[config.mk]
export PLATFORM = sky130hd
export DESIGN_NAME = pipe_ctrl
export DESIGN_NICKNAME = d
export VERILOG_FILES = /design/src/rtl/pipe_ctrl_pkg.sv /design/src/rtl/pipe_ctrl_prio_onehot.sv /design/src/rtl/pipe_ctrl.sv
export SDC_FILE = /design/constraint.sdc
export NUM_CORES = 1
export LEC_CHECK = 0
export CORE_ASPECT_RATIO = 1.25
export CORE_MARGIN = 2
export CORE_UTILIZATION = 28
export CTS_CLUSTER_SIZE = 20
export DETAILED_ROUTE_END_ITERATION = 10
export GPL_TIMING_DRIVEN = 1
export HOLD_SLACK_MARGIN = 0.02
export PLACE_DENSITY = 0.82
export RECOVER_POWER = 100
export SLEW_MARGIN = 20
export SYNTH_ARGS = -nofsm -noshare
export SYNTH_HDL_FRONTEND = slang
export SYNTH_SLANG_ARGS = --single-unit
[constraint.sdc]
create_clock -name clk -period 1.9 [get_ports clk]
set_clock_uncertainty 0.2 [all_clocks]
set_input_delay 0.38 -clock clk [delete_from_list [all_inputs] [get_ports clk]]
set_output_delay 0.38 -clock clk [all_outputs]
set_load 0.01 [all_outputs]
[src/rtl/pipe_ctrl_pkg.sv]
// -----------------------------------------------------------------------------
// pipe_ctrl_pkg
// Shared definitions for the pipeline hazard controller:
//   - ctrl_state_e : wait/step state machine encodings (RUN/IO_WAIT/IO_DONE/HALT)
//   - CTRL_STATE_W : width of the ctrl_state port
//   - DEF_STAGES   : default number of pipeline stages (IF .. WB)
//   - DEF_IO_CH    : default number of IO-wait channels
//   - DEF_CNT_W    : default performance counter width
// -----------------------------------------------------------------------------
package pipe_ctrl_pkg;

  localparam int CTRL_STATE_W = 2;
  localparam int DEF_STAGES   = 5;
  localparam int DEF_IO_CH    = 2;
  localparam int DEF_CNT_W    = 32;

  typedef enum logic [CTRL_STATE_W-1:0] {
    RUN     = 2'd0,
    IO_WAIT = 2'd1,
    IO_DONE = 2'd2,
    HALT    = 2'd3
  } ctrl_state_e;

endpackage

[src/rtl/pipe_ctrl_prio_onehot.sv]
// -----------------------------------------------------------------------------
// prio_onehot
// Lowest-index one-hot picker. Feed it a bit-reversed vector (and reverse the
// result) to obtain a highest-index picker.
// Ports:
//   req   in  W  request vector
//   grant out W  one-hot of the lowest set bit of req, 0 when req == 0
// -----------------------------------------------------------------------------
module prio_onehot #(
  parameter int W = 2
) (
  input  logic [W-1:0] req,
  output logic [W-1:0] grant
);

  logic [W-1:0] grant_s;

  // Scan upward; a bit is granted only if no lower bit has been seen yet.
  always_comb begin
    logic seen_s;
    seen_s  = 1'b0;
    grant_s = {W{1'b0}};
    for (int i = 0; i < W; i++) begin
      grant_s[i] = req[i] & ~seen_s;
      seen_s     = seen_s | req[i];
    end
  end

  assign grant = grant_s;

endmodule

[src/rtl/pipe_ctrl.sv]
// -----------------------------------------------------------------------------
// pipe_ctrl
// Pipeline hazard controller. Merges per-stage stall/flush requests, IO
// confirmation waits and single-step requests into per-stage stall and flush
// vectors for the inter-stage pipeline registers (IF_ID, ID_EXE, ...).
//
// Optional feature macro: PIPE_CTRL_PERF_EN
//   defined   : cycle/stall/flush performance counters (saturating)
//   undefined : counter ports tied to 0, no counter flops
//
// Ports:
//   clk        in   1       core clock
//   rst_n      in   1       asynchronous active-low reset
//   stall_req  in   STAGES  stage i cannot complete this cycle
//   flush_req  in   STAGES  stage i redirects the PC, kills stages 0..i-1
//   io_req     in   IO_CH   channel c waits for user confirmation (level)
//   io_ack     in   IO_CH   one-cycle confirm pulse for channel c
//   step_mode  in   1       single-step mode enable
//   step       in   1       one-cycle advance pulse in step mode
//   stall      out  STAGES  stage register holds
//   flush      out  STAGES  stage register loads a bubble
//   io_grant   out  IO_CH   one-hot channel being waited on (registered)
//   ctrl_state out  2       state machine encoding (registered)
//   cycle_cnt, stall_cnt, flush_cnt  out CNT_W  performance counters
// -----------------------------------------------------------------------------
module pipe_ctrl
  import pipe_ctrl_pkg::*;
#(
  parameter int STAGES = DEF_STAGES,
  parameter int IO_CH  = DEF_IO_CH,
  parameter int CNT_W  = DEF_CNT_W
) (
  input  logic                    clk,
  input  logic                    rst_n,
  input  logic [STAGES-1:0]       stall_req,
  input  logic [STAGES-1:0]       flush_req,
  input  logic [IO_CH-1:0]        io_req,
  input  logic [IO_CH-1:0]        io_ack,
  input  logic                    step_mode,
  input  logic                    step,
  output logic [STAGES-1:0]       stall,
  output logic [STAGES-1:0]       flush,
  output logic [IO_CH-1:0]        io_grant,
  output logic [CTRL_STATE_W-1:0] ctrl_state,
  output logic [CNT_W-1:0]        cycle_cnt,
  output logic [CNT_W-1:0]        stall_cnt,
  output logic [CNT_W-1:0]        flush_cnt
);

  ctrl_state_e       state_r;
  logic [IO_CH-1:0]  grant_r;

  logic [IO_CH-1:0]  io_pick_s;
  logic              io_any_s;

  logic [STAGES-1:0] stall_rev_s;
  logic [STAGES-1:0] flush_rev_s;
  logic [STAGES-1:0] stall_rev_pick_s;
  logic [STAGES-1:0] flush_rev_pick_s;
  logic [STAGES-1:0] stall_hi_s;
  logic [STAGES-1:0] flush_hi_s;

  logic [STAGES-1:0] rule_stall_s;
  logic [STAGES-1:0] rule_flush_s;
  logic              adv_s;
  logic [STAGES-1:0] stall_s;
  logic [STAGES-1:0] flush_s;

  // ---------------------------------------------------------------------------
  // Priority pickers: lowest IO channel, highest stalling / flushing stage
  // ---------------------------------------------------------------------------
  prio_onehot #(.W(IO_CH)) u_io_pick (
    .req   (io_req),
    .grant (io_pick_s)
  );

  assign io_any_s = |io_req;

  for (genvar g = 0; g < STAGES; g++) begin : g_rev
    assign stall_rev_s[g] = stall_req[STAGES-1-g];
    assign flush_rev_s[g] = flush_req[STAGES-1-g];
    assign stall_hi_s[g]  = stall_rev_pick_s[STAGES-1-g];
    assign flush_hi_s[g]  = flush_rev_pick_s[STAGES-1-g];
  end

  prio_onehot #(.W(STAGES)) u_stall_pick (
    .req   (stall_rev_s),
    .grant (stall_rev_pick_s)
  );

  prio_onehot #(.W(STAGES)) u_flush_pick (
    .req   (flush_rev_s),
    .grant (flush_rev_pick_s)
  );

  // ---------------------------------------------------------------------------
  // Local stall + flush rules: stages at/below the oldest staller hold, the
  // stage just above it takes a bubble; stages younger than the oldest
  // flusher are killed (bubble, no hold) regardless of local stalls.
  // ---------------------------------------------------------------------------
  // Build the advancing-cycle stall/flush vectors from the picked stages.
  always_comb begin
    logic at_or_below_k_s;
    logic below_j_s;
    at_or_below_k_s = 1'b0;
    below_j_s       = 1'b0;
    rule_stall_s    = {STAGES{1'b0}};
    rule_flush_s    = {STAGES{1'b0}};
    for (int i = STAGES - 1; i >= 0; i--) begin
      at_or_below_k_s = at_or_below_k_s | stall_hi_s[i];
      if (below_j_s) begin
        rule_stall_s[i] = 1'b0;
        rule_flush_s[i] = 1'b1;
      end else begin
        rule_stall_s[i] = at_or_below_k_s;
        rule_flush_s[i] = (i > 0) ? stall_hi_s[i-1] : 1'b0;
      end
      below_j_s = below_j_s | flush_hi_s[i];
    end
  end

  // Decide whether this cycle advances (rules apply) or globally stalls.
  always_comb begin
    case (state_r)
      RUN:     adv_s = ~io_any_s & ~step_mode;
      IO_WAIT: adv_s = 1'b0;
      IO_DONE: adv_s = 1'b1;
      HALT:    adv_s = step & ~io_any_s;
      default: adv_s = 1'b0;
    endcase
  end

  // Global stall overrides both rules whenever the cycle does not advance.
  always_comb begin
    if (adv_s) begin
      stall_s = rule_stall_s;
      flush_s = rule_flush_s;
    end else begin
      stall_s = {STAGES{1'b1}};
      flush_s = {STAGES{1'b0}};
    end
  end

  assign stall = stall_s;
  assign flush = flush_s;

  // ---------------------------------------------------------------------------
  // Wait/step state machine with registered grant
  // ---------------------------------------------------------------------------
  // IO requests win over step mode; IO_DONE ignores io_req so the released
  // channel gets its one advancing cycle before any re-arbitration.
  always_ff @(posedge clk or negedge rst_n) begin
    if (!rst_n) begin
      state_r <= RUN;
      grant_r <= {IO_CH{1'b0}};
    end else begin
      case (state_r)
        RUN: begin
          if (io_any_s) begin
            grant_r <= io_pick_s;
            state_r <= IO_WAIT;
          end else if (step_mode) begin
            grant_r <= {IO_CH{1'b0}};
            state_r <= HALT;
          end else begin
            grant_r <= {IO_CH{1'b0}};
            state_r <= RUN;
          end
        end
        IO_WAIT: begin
          if (|(io_ack & grant_r)) begin
            grant_r <= grant_r;
            state_r <= IO_DONE;
          end else if (~|(io_req & grant_r)) begin
            grant_r <= {IO_CH{1'b0}};
            state_r <= RUN;
          end else begin
            grant_r <= grant_r;
            state_r <= IO_WAIT;
          end
        end
        IO_DONE: begin
          grant_r <= {IO_CH{1'b0}};
          state_r <= step_mode ? HALT : RUN;
        end
        HALT: begin
          if (io_any_s) begin
            grant_r <= io_pick_s;
            state_r <= IO_WAIT;
          end else if (!step_mode) begin
            grant_r <= {IO_CH{1'b0}};
            state_r <= RUN;
          end else begin
            grant_r <= {IO_CH{1'b0}};
            state_r <= HALT;
          end
        end
        default: begin
          grant_r <= {IO_CH{1'b0}};
          state_r <= RUN;
        end
      endcase
    end
  end

  assign io_grant   = grant_r;
  assign ctrl_state = state_r;

  // ---------------------------------------------------------------------------
  // Performance counters
  // ---------------------------------------------------------------------------
`ifdef PIPE_CTRL_PERF_EN
  logic [CNT_W-1:0] cycle_cnt_r;
  logic [CNT_W-1:0] stall_cnt_r;
  logic [CNT_W-1:0] flush_cnt_r;
  logic             flush_hon_s;

  localparam logic [CNT_W-1:0] CNT_MAX = {CNT_W{1'b1}};
  localparam logic [CNT_W-1:0] CNT_ONE = {{(CNT_W-1){1'b0}}, 1'b1};

  // A flush request only counts when the cycle advances (not globally stalled).
  assign flush_hon_s = adv_s & (|flush_req);

  // Saturating event counters.
  always_ff @(posedge clk or negedge rst_n) begin
    if (!rst_n) begin
      cycle_cnt_r <= {CNT_W{1'b0}};
      stall_cnt_r <= {CNT_W{1'b0}};
      flush_cnt_r <= {CNT_W{1'b0}};
    end else begin
      if (cycle_cnt_r != CNT_MAX) begin
        cycle_cnt_r <= cycle_cnt_r + CNT_ONE;
      end else begin
        cycle_cnt_r <= cycle_cnt_r;
      end
      if (stall_s[0] && (stall_cnt_r != CNT_MAX)) begin
        stall_cnt_r <= stall_cnt_r + CNT_ONE;
      end else begin
        stall_cnt_r <= stall_cnt_r;
      end
      if (flush_hon_s && (flush_cnt_r != CNT_MAX)) begin
        flush_cnt_r <= flush_cnt_r + CNT_ONE;
      end else begin
        flush_cnt_r <= flush_cnt_r;
      end
    end
  end

  assign cycle_cnt = cycle_cnt_r;
  assign stall_cnt = stall_cnt_r;
  assign flush_cnt = flush_cnt_r;
`else
  assign cycle_cnt = {CNT_W{1'b0}};
  assign stall_cnt = {CNT_W{1'b0}};
  assign flush_cnt = {CNT_W{1'b0}};
`endif

endmodule

After elaboration in Yosys (flattened, before gate mapping)
Index checks and enable logic that the tools add are counted.
Storage, ports and cells
  output and inout port bits: 110
  input bits: 18
  register bits: 4
Cells by class
  equality and inequality tests: 5
  reduce and logical (&&, ||, !) cells: 6
  bitwise gates (word level): 34
  muxes and demuxes: 20
Operators with widths (number)
  $mux 2: 6
  $or 1x1->1: 12
  $pmux 2 s3: 2
  $and 1x1->1: 10
  $mux 5: 2
  $not 1->1: 10
  $mux 1: 9
  $reduce_or 2->1: 4
  $and 2x2->2: 2
  $eq 2x2->1 const B: 2
  $ne 2x2->1 const B: 2
  $pmux 1 s4: 1
  $eq 2x1->1 const B: 1
  $logic_not 2->1: 1
  $reduce_and 2->1: 1

Logic depth before layout (Yosys ltp)
  word-level depth: 8
  mapped depth: 5

Cells and area by module
Synthesis repeated with hierarchy kept, for this count alone.
Unflattened totals
  cells, all modules: 163
  area, all modules: 1290.0 um2
By module, submodules not included
  pipe_ctrl: cells each 149, area each 1158.6 um2, times used 1, seq. area each 100.1 um2
  prio_onehot (u_flush_pick ...): cells each 6, area each 55.1 um2, times used 2, seq. area each 0.0 um2
  prio_onehot (u_io_pick): cells each 2, area each 21.3 um2, times used 1, seq. area each 0.0 um2

Worst setup path before layout
Ideal clock, no wire load.
  path type: reg-to-output
  start point: register state_r[0] (netlist: ctrl_state[0])
  end point: output flush[4]
  arrival time: 1.431 ns
  setup slack: -0.111 ns
  path buffers: 0
  required time: 1.320 ns
  cell stages (with the launch flop): 6
  path through: dfrtp_1 > inv_1 > ha_1 > nor3b_2 > a32oi_2 > nor3b_2
Between the ends
  longest elaborated chain between the ends: 3
  elaborated cells between the ends (all ways): 6
  classes of those cells: 3 x eq/ne; 2 x mux; 1 x reduce/logical
RTL lines
  start, declared: RTL line pipe_ctrl.sv:50  | ctrl_state_e state_r;
  start signal, assigned: RTL line pipe_ctrl.sv:184  | state_r <= step_mode ? HALT : RUN;
  $eq 2x2->1 (tied with other cells): RTL line pipe_ctrl.sv:124  | case (state_r)
  $pmux 1 s4 *: RTL line pipe_ctrl.sv:124
  $mux 5 *: RTL line pipe_ctrl.sv:135  | if (adv_s) begin
  end, declared: RTL line pipe_ctrl.sv:42  | output logic [STAGES-1:0] flush,
Mark *: on every way between the ends. The rest lies on a longest branch, timed or not.

Worst setup path after layout
  start point: register state_r[1] (netlist: ctrl_state[1])
  end point: output stall[0]
Between the ends
  longest elaborated chain between the ends: 3
  elaborated cells between the ends (all ways): 6
  classes of those cells: 3 x eq/ne; 2 x mux; 1 x reduce/logical
RTL lines
  $eq 2x2->1 (tied with other cells): RTL line pipe_ctrl.sv:124
  $pmux 1 s4 *: RTL line pipe_ctrl.sv:124
  $mux 5 *: RTL line pipe_ctrl.sv:135
  end, declared: RTL line pipe_ctrl.sv:41  | output logic [STAGES-1:0] stall,
Marked as above.

==> results.cfg <==
[route]
post_drt_via_cell_ratio = 3.378
firstDrtPassIters = 2
vias = 858
routedWlPerCell_um = 7.843
drc = 0
wl_um = 1992
ant_nets = 0
drt_iter0_markers = 16

[critical_path]
r2r_cells = 6
arrival_ps = 1810
worstSetupEndpointType = output port
r2r-start = ctrl_state[1]
reg2reg_to = io_grant[1]
startpoint_type = flip-flop
critPathMaxFanout = 3
rrSetupSlack_ps = 180
crit_type = flip-flop to output port
required_ps = 1320

[die]
rows = 26
dieArea_um2 = 4634
initial_core_util_pct = 28.71
io_pins = 128
coreArea_um2 = 4001
die_h_um = 75.61
die-width_um = 61.29

[power_and_ir_drop]
vdd_ir_drop_max_v = 0.0003165
p_leak_nw = 0.7475
p_total_mw = 1.304
power_density_nw_per_um2 = 951.9

[synthesis]
syn_avg_cell_area_um2 = 7.867
synth_fa_ha_area_share_pct = 3.268
synth_cell_types = 30
ys.flop_type = dfrtp_1
synth_cells = 146
synth_compound_area_share_pct = 11.22
synth_mux_area_share_pct = 1.852
synth_area_um2 = 1149
ys_seq_elements = 4
synth_xor_area_share_pct = 0
synth_simple_gate_area_share_pct = 10.57
synth_top_family_by_area = buffers and inverters
async_flop_share_pct = 100.0
synth-edff-count = 0
ys_seq_area_share_pct = 8.715
yosys_warnings = 0

[global_route]
grt_overflow = 0
grt_first_pass_wirelength_um = 2711
grt_max_degree = 6
antenna_found_initial = 0
gr-usage-all-layers_pct = 7.756
grt_pass1_vias = 670

[final_layout]
num-nets-final = 221
drive_above_1_share_pct = 23.23
final_cell_mix = conb_1 (96), buf_4 (15), clkdlybuf4s50_1 (14)
area_delta_synth_final_pct = 19.28
antenna-diode-count = 0
final_area_um2 = 1370
mostFrequentLayoutCell = conb_1

[sta]
grt_setup_unrepaired = yes
slew_viol_final = 0
fmax_ghz = 0.4179
setup_viol = 10
min_period_ps = 2393
finalSetupTns_ps = -4275
fin_ws_ps = -493.1
period_share_pct = 126.0
worstMarginPinSlew_ps = 468.2
finalHoldViolCount = 0
relSlewSlack_pct = 67.98

[placed_design]
gp_congestion = 0.7569
place_ws_ps = -825.2
hpwlAfterDp_um = 1707
port_buffers = 30
dpl_cell_area_um2 = 1279

[clocking]
cts_tree = done
clk-insertion-delay-late_ps = 220
clkTransAtPathRegs_ps = 30
cts_buffers = 3
hold_buffers = 0
cts_root_buffer = clkbuf_8
cts_num_sinks = 4
h-tree-depth = 1
clock_tree.buffer_depth = 2

[outcome]
status = finished with violations
violations = negative setup slack

[run]
maxCapViolCount = 0

[worst_hold_path]
hp-class = input pin to asynchronous set/reset pin
## layout make-up
class | count | area [µm²]
tap | 56 | 70.07
multi-input combinational | 137 | 728.2
inverter | 4 | 15.01
sequential | 4 | 100.1
clock buffer | 3 | 41.29
timing repair buffer | 50 | 415.4
fill | 430 | 2631
## synthesized netlist by cell type (2+ instances only)
cell type	count	area share (%)
a21oi_1	2	0.87
dfrtp_1	4	8.7
a22o_1	2	1.5
buf_4	96	63
nand2_1	4	1.3
nand2b_1	4	2.2
inv_1	4	1.3
ha_1	3	3.3
nor3b_2	2	2.2
nor2_1	5	1.6
## worst max-delay path: stages, from the launching register on
cell     delay, ps
dfrtp_1        400
ha_4           290
nor3b_4        290
a32oi_4        180
buf_6          160
a21o_1         140
buf_2          130
## logic make-up (layout without fill, tap and decap cells)
logic type / Yosys count / after routing
AOI/OAI and AO/OA: 16 / 16
adders and majority gates: 3 / 3
buffers and inverters: 100 / 57
DFF: 4 / 4
muxes: 2 / 2
other: 1 / 96
and+or+nand+nor: 20 / 20
## per-stage QoR
stage / hold slack [ps] / util (%) / instances
CTS: 164.7 / 33.49 / 254
detailed placement: 355.9 / 31.96 / 245
global placement: 338.4 / 31.96 / 245
floorplan: -115.6 / - / 241
global route: 254.9 / 34.24 / 254
finish: 234.1 / 34.24 / 254
## timing repair
action                     4_1_cts  5_1_grt
setup endpoints to repair       10       10
buffers inserted                 6        0
pin swaps                        6        1
gates resized for setup         49        7
## state kept, by name, indices dropped and copies added, names as in the netlist
register	count
io_grant	2
ctrl_state	2
## power by group
part           switching (mW)  leakage [nW]  internal, mW  total [mW]
clock                  0.0437        0.0216         0.135       0.179
combinational           0.464         0.674         0.498       0.962
sequential             0.0376        0.0517         0.126       0.163
## how the worst max path moves through the flow
stage | startpoint | endpoint | slack, ps | cells past startpoint
after floorplan | ctrl_state[0] | flush[4] | -80 | 5
after global placement | io_req[0] | flush[4] | -790 | 5
after detailed placement | io_req[0] | flush[4] | -830 | 5
after CTS | ctrl_state[1] | stall[0] | -500 | 6
after global routing | ctrl_state[0] | flush[4] | -570 | 7
final | ctrl_state[1] | stall[0] | -490 | 6
## routing by layer
layer	vias up	wire (µm)	global-route usage [%]
li1	392	-	-
met1	379	622	7.645
met2	85	1037	15.37
met3	2	309	1.019
met4	0	23	3.623
met5	-	0	0
(Power assumes the default switching activity.)
